File: config.mk
export PLATFORM = sky130hd
export DESIGN_NAME = axil_arbiter
export DESIGN_NICKNAME = d
export VERILOG_FILES = /design/src/rtl/bus_pkg.sv /design/src/rtl/arb_age_counter.sv /design/src/rtl/axil_arbiter.sv
export SDC_FILE = /design/constraint.sdc
export NUM_CORES = 1
export LEC_CHECK = 0
export ABC_AREA = 0
export ABC_CLOCK_PERIOD_IN_PS = 3500
export CAP_MARGIN = 5
export CORE_AREA = 2 2 56 58
export DETAILED_ROUTE_END_ITERATION = 7
export DIE_AREA = 0 0 58 60
export GPL_TIMING_DRIVEN = 0
export HOLD_SLACK_MARGIN = 0.06
export PLACE_DENSITY = 0.81
export SYNTH_ARGS = -nofsm -noshare
export SYNTH_HDL_FRONTEND = slang
export SYNTH_SLANG_ARGS = --single-unit
File: constraint.sdc
create_clock -name clk -period 3.5 [get_ports clk]
set_clock_uncertainty 0.15 [all_clocks]
set_input_delay 1.05 -clock clk [delete_from_list [all_inputs] [get_ports clk]]
set_output_delay 1.05 -clock clk [all_outputs]
set_load 0.01 [all_outputs]
File: src/rtl/bus_pkg.sv
// Shared bus definitions for the AXI-Lite master arbiter.
//   arb_state_e : arbiter FSM states (IDLE / BUSY / RECOVER)
//   M_ICACHE / M_DCACHE / M_DMA : master index assignments
//   NUM_M_DEFAULT : default number of bus masters
package bus_pkg;

  localparam int unsigned NUM_M_DEFAULT = 3;

  localparam int unsigned M_ICACHE = 0;
  localparam int unsigned M_DCACHE = 1;
  localparam int unsigned M_DMA    = 2;

  typedef enum logic [1:0] {
    IDLE    = 2'd0,
    BUSY    = 2'd1,
    RECOVER = 2'd2
  } arb_state_e;

endpackage

File: src/rtl/arb_age_counter.sv
// Per-master saturating wait counter.
// Counts cycles a master requests without holding the grant; saturates at
// LIMIT and flags the master as starving while saturated.
// Ports:
//   clk, rst_n   : clock, asynchronous active-low reset
//   i_req        : master request level
//   i_granted    : master currently holds the grant
//   o_starving   : counter saturated at LIMIT
module arb_age_counter #(
  parameter int unsigned LIMIT = 16
) (
  input  logic clk,
  input  logic rst_n,
  input  logic i_req,
  input  logic i_granted,
  output logic o_starving
);

  localparam int unsigned W = (LIMIT > 0) ? $clog2(LIMIT + 1) : 1;
  localparam logic [W-1:0] LIM = W'(LIMIT);

  logic [W-1:0] r_count;

  always_ff @(posedge clk or negedge rst_n) begin
    if (!rst_n) begin
      r_count <= '0;
    end else if (!i_req || i_granted) begin
      r_count <= '0;
    end else if (r_count != LIM) begin
      r_count <= r_count + 1'b1;
    end
  end

  assign o_starving = (r_count == LIM);

endmodule

File: src/rtl/axil_arbiter.sv
// AXI-Lite bus arbiter for NUM_M masters (0 = I-cache, 1 = D-cache, 2 = DMA).
// Fixed priority (higher index wins) with starvation promotion, one grant at a
// time held until the fabric reports completion, and a transaction timeout.
// Ports:
//   clk, rst_n   : clock (rising edge), asynchronous active-low reset
//   req          : per-master request level, held until granted
//   done         : one-cycle completion pulse for the granted transaction
//   grant        : registered one-hot grant
//   grant_idx    : encoded index of the active grant (0 when idle)
//   busy         : a grant is active
//   timeout_err  : one-cycle pulse when a transaction is aborted
//   err_idx      : master of the last aborted transaction, held
module axil_arbiter
  import bus_pkg::*;
#(
  parameter int unsigned NUM_M        = NUM_M_DEFAULT,
  parameter int unsigned STARVE_LIMIT = 16,
  parameter int unsigned TIMEOUT      = 256
) (
  input  logic                                  clk,
  input  logic                                  rst_n,
  input  logic [NUM_M-1:0]                      req,
  input  logic                                  done,
  output logic [NUM_M-1:0]                      grant,
  output logic [((NUM_M > 1) ? $clog2(NUM_M) : 1)-1:0] grant_idx,
  output logic                                  busy,
  output logic                                  timeout_err,
  output logic [((NUM_M > 1) ? $clog2(NUM_M) : 1)-1:0] err_idx
);

  localparam int unsigned IW = (NUM_M > 1) ? $clog2(NUM_M) : 1;
  localparam int unsigned TW = (TIMEOUT > 1) ? $clog2(TIMEOUT) : 1;
  localparam logic [TW-1:0] TMAX = TW'(TIMEOUT - 1);

  arb_state_e       r_state;
  logic [NUM_M-1:0] r_grant;
  logic [IW-1:0]    r_grant_idx;
  logic             r_timeout_err;
  logic [IW-1:0]    r_err_idx;
  logic [TW-1:0]    r_tcnt;
  // Holds off arbitration for the first edge after reset release so the
  // earliest grant lands on the second rising edge.
  logic             r_armed;

  logic [NUM_M-1:0] w_starving;
  logic [NUM_M-1:0] w_cand;
  logic [NUM_M-1:0] w_win_oh;
  logic [IW-1:0]    w_win_idx;

  for (genvar g = 0; g < NUM_M; g++) begin : g_age
    arb_age_counter #(
      .LIMIT(STARVE_LIMIT)
    ) u_age (
      .clk       (clk),
      .rst_n     (rst_n),
      .i_req     (req[g]),
      .i_granted (r_grant[g]),
      .o_starving(w_starving[g])
    );
  end

  // Starving requesters form the candidate set when any exist; otherwise all
  // requesters do. The highest-index candidate wins (ascending scan, last hit).
  always_comb begin
    w_cand    = ((req & w_starving) != '0) ? (req & w_starving) : req;
    w_win_oh  = '0;
    w_win_idx = '0;
    for (int unsigned i = 0; i < NUM_M; i++) begin
      if (w_cand[i]) begin
        w_win_oh    = '0;
        w_win_oh[i] = 1'b1;
        w_win_idx   = IW'(i);
      end
    end
  end

  always_ff @(posedge clk or negedge rst_n) begin
    if (!rst_n) begin
      r_state       <= IDLE;
      r_grant       <= '0;
      r_grant_idx   <= '0;
      r_timeout_err <= 1'b0;
      r_err_idx     <= '0;
      r_tcnt        <= '0;
      r_armed       <= 1'b0;
    end else begin
      r_armed       <= 1'b1;
      r_timeout_err <= 1'b0;
      case (r_state)
        IDLE: begin
          if (r_armed && (req != '0)) begin
            r_grant     <= w_win_oh;
            r_grant_idx <= w_win_idx;
            r_tcnt      <= '0;
            r_state     <= BUSY;
          end
        end
        BUSY: begin
          // done takes precedence over a coincident timeout
          if (done) begin
            r_grant     <= '0;
            r_grant_idx <= '0;
            r_state     <= IDLE;
          end else if (r_tcnt == TMAX) begin
            r_timeout_err <= 1'b1;
            r_err_idx     <= r_grant_idx;
            r_grant       <= '0;
            r_grant_idx   <= '0;
            r_state       <= RECOVER;
          end else begin
            r_tcnt <= r_tcnt + 1'b1;
          end
        end
        RECOVER: begin
          r_state <= IDLE;
        end
        default: begin
          r_grant     <= '0;
          r_grant_idx <= '0;
          r_state     <= IDLE;
        end
      endcase
    end
  end

  assign grant       = r_grant;
  assign grant_idx   = r_grant_idx;
  assign busy        = |r_grant;
  assign timeout_err = r_timeout_err;
  assign err_idx     = r_err_idx;

endmodule

==> results.py <==
metrics = {
    "synthesis": {
        "avgSynthCellArea_sq_um": 10.4,
        "synth.area.top_cells": "dfrtp_1 (48%), ha_1 (5.2%), xor2_1 (4.2%), nor2_1 (3.8%), nand3_1 (2.7%)",
        "syn_area_sq_um": 1680,
        "synth_fp_nets": 175,
        "synth_top_area_share_pct": 47.6,
        "synth_seq_area_share_pct": 47.6,
        "ys_warn_count": 0,
        "yosysMostFrequentCell": "dfrtp_1",
        "synthCells": 162,
        "yosysTopAreaCell": "dfrtp_1",
        "synth-seq-cells": 32,
        "synth_top_flop_cell": "dfrtp_1",
        "async_flop_share_pct": 100,
        "synth_commonest_cells": "dfrtp_1 (32), nor2_1 (17), nand2_1 (9), nand3_1 (9)",
        "synth_cell_types": 42,
        "synth_edf_count": 0,
    },
    "layout": {
        "num_antenna_cells": 0,
        "area_growth_syn_to_layout_pct": 14.4,
        "drive_gt1_share_pct": 13.7,
        "fin_cells": 216,
        "fin_nets": 196,
        "nFillCells": 241,
        "fin_area_sq_um": 1920,
        "multi_input_area_sq_um": 796,
        "seq_area_sq_um": 801,
    },
    "global_route": {
        "grt_pass1_vias": 1286,
        "grt.overflow.total": 0,
        "grt_max_degree": 33,
        "grt_pass1_wl_mm": 5.60,
        "grtUsageTotal_pct": 22.1,
        "antenna_found_initial": 0,
    },
    "pwr": {
        "internal-power_mw": 0.594,
        "ir_drop_uv": 321,
        "seqPwrFrac_pct": 52.5,
        "p_per_area_nw_per_um2": 427,
        "swShare_pct": 27.7,
        "p_switching_mw": 0.228,
        "p_leak_nw": 0.864,
        "power_frac_clock_pct": 28.4,
        "pwr-share-comb_pct": 19.1,
    },
    "sta": {
        "fin_crit_sh_pct": 82.0,
        "min_period_ps": 2870,
        "slew_headroom_pct": 53.0,
        "finalSetupTns_ps": 0,
        "fmax_mhz": 348,
        "drv_slew": 0,
        "setup_violations": 0,
        "final-hold-violation-count": 0,
        "fin_ws_ps": 630,
        "grt_setup_unrepaired": "no",
        "tightest_slew_ps": 706,
        "holdWs_ps": 375,
    },
    "floorplanning": {
        "die_width_um": 58,
        "start_util_pct": 57.9,
        "pin_count": 15,
        "rows": 20,
        "coreArea_sq_um": 2900,
        "die-area_sq_um": 3480,
        "chipHeight_um": 60,
    },
    "flow_run": {
        "cap_violations": 0,
    },
    "run_status": {
        "run_status": "completed",
    },
    "worst_setup_path": {
        "max_stage_delay_ps": 490,
        "critPathBufInv": 1,
        "path_class": "register to primary output",
        "start_kind": "register",
        "crit_chain": "or3_1, clkdlybuf4s50_1",
        "cp-end-kind": "primary output",
        "critPathMaxFanout": 6,
        "cp_data_arrival_time_ps": 1670,
        "cp_data_required_time_ps": 2300,
        "worst_path_max_delay_cell": "clkdlybuf4s50_1",
        "critPathTopFamily": "buffers and inverters",
    },
    "cts": {
        "clkSinkCount": 32,
        "numCtsBuffers": 5,
        "worstSkewPairLatency_ps": 330,
        "clk_path_buf_depth": 2,
        "htreeDepth": 2,
        "cts-root-buf": "clkbuf_4",
        "cts.reportedPaths.clkPinSlew_ps": 90,
        "cts_resized": 0,
        "tritoncts": "built",
        "cts_setup_buffers": 0,
        "holdBufCountCts": 0,
    },
    "placement": {
        "portBuffers": 14,
        "place.gp.congestion": 0.875,
        "hpwl_mm": 2.39,
        "postPlaceCellArea_sq_um": 1860,
        "post-place-ws_ps": 597,
        "dp.cells": 209,
    },
    "routing": {
        "routedWlPerCell_um": 15.5,
        "drtPass1Iterations": 4,
        "via_per_inst": 5.90,
        "postRouteAntennaNets": 0,
        "vias": 1275,
        "drt_iter0_drc": 52,
        "drc": 0,
        "postRouteWirelength_mm": 3.34,
    },
    "worst_hold_path": {
        "holdCritPathClass": "register to register",
    },
}
layout by cell type (no fill, tap or decap), types with 3 or more instances in the layout:
| cell type | netlist | routed |
|---|---|---|
| inv_1 | 8 | 8 |
| a21oi_1 | 4 | 4 |
| mux2i_1 | 4 | 4 |
| nor2_1 | 17 | 17 |
| nor4bb_1 | 3 | 3 |
| buf_2 | 2 | 3 |
| nand2_1 | 9 | 9 |
| or3_1 | 3 | 3 |
| clkbuf_4 | 0 | 5 |
| nor3_1 | 5 | 5 |
| nand2b_1 | 6 | 6 |
| nand3_1 | 9 | 9 |
| clkdlybuf4s50_1 | 0 | 13 |
| dfrtp_1 | 32 | 32 |
| ha_1 | 7 | 7 |
| buf_4 | 5 | 5 |
| xnor2_1 | 5 | 5 |
| xor2_1 | 8 | 8 |
state kept, by name, summed over array words and instances (netlist names):
signal and cells:
err_idx 2, g_age.u_age.r_count 15, r_state 2, timeout_err 1, grant 3, r_tcnt 8, r_armed 1
power groups by stage:
stage	sequential, mW	clock, mW	combinational (mW)
global route	0.437	0.256	0.175
detailed placement	0.438	0	0.159
floorplan	0.429	0	0.0996
CTS	0.431	0.240	0.160
finish	0.431	0.234	0.157
global placement	0.435	0	0.148
layout make-up:
type,instances,share of cell area [%]
Multi-Input combinational cell,113,41.4
Tap cell,33,2.15
Buffer,9,2.86
Sequential cell,32,41.6
Timing Repair Buffer,14,7.03
Clock buffer,7,3.38
Inverter,8,1.56
routing by layer:
layer | GRT usage (%) | share of wire, % | wire (um)
met3 | 5.84 | 3.2 | 106
met5 | 0 | 0 | 0
met1 | 23.8 | 40 | 1350
met4 | 12.0 | 2.5 | 83
met2 | 39.6 | 54 | 1800
worst paths after layout:
check	slack [ps]	from	cells past startpoint	to
worst max register to register	1550	g_age[1].u_age.r_count[0]	7	grant[0]
min in group asynchronous	600	rst_n	1	r_tcnt[0]
worst min-delay path	380	r_tcnt[6]	1	r_tcnt[6]
max in group asynchronous	2140	rst_n	1	g_age[2].u_age.r_count[4]
worst min register to register	380	r_tcnt[6]	1	r_tcnt[6]
worst max-delay path	630	grant[1]	2	busy
worst register-to-register path, delay by kind of cell, from the launching register on:
kind	cells	cell delay, ps
buffers and inverters	2	420
flip-flops	1	410
AND/OR/NAND/NOR	2	360
AO/OA/AOI/OAI	2	350
adder cells (fa/ha/maj)	1	150
per-stage QoR:
| stage | util (%) | power [mW] |
|---|---|---|
| 6_report | 66.3 | 0.822 |
| 5_1_grt | 66.3 | 0.868 |
| 4_1_cts | 66.3 | 0.831 |
| 3_5_place_dp | 64.0 | 0.597 |
| 3_3_place_gp | 64.2 | 0.582 |
| 2_1_floorplan | - | 0.528 |
logic make-up (layout without fill, tap and decap cells):
logic type	Yosys count	in the layout	share of synthesized area [%]
and+or+nand+nor	66	66	22.2
adders and majority gates	7	7	5.21
buffers and inverters	17	38	5.06
DFF	32	32	47.6
muxes	6	6	3.72
other	1	1	0.223
AOI/OAI and AO/OA	20	20	9.23
xor gates and xnor gates	13	13	6.77
Power figures use the tool's default switching activity.
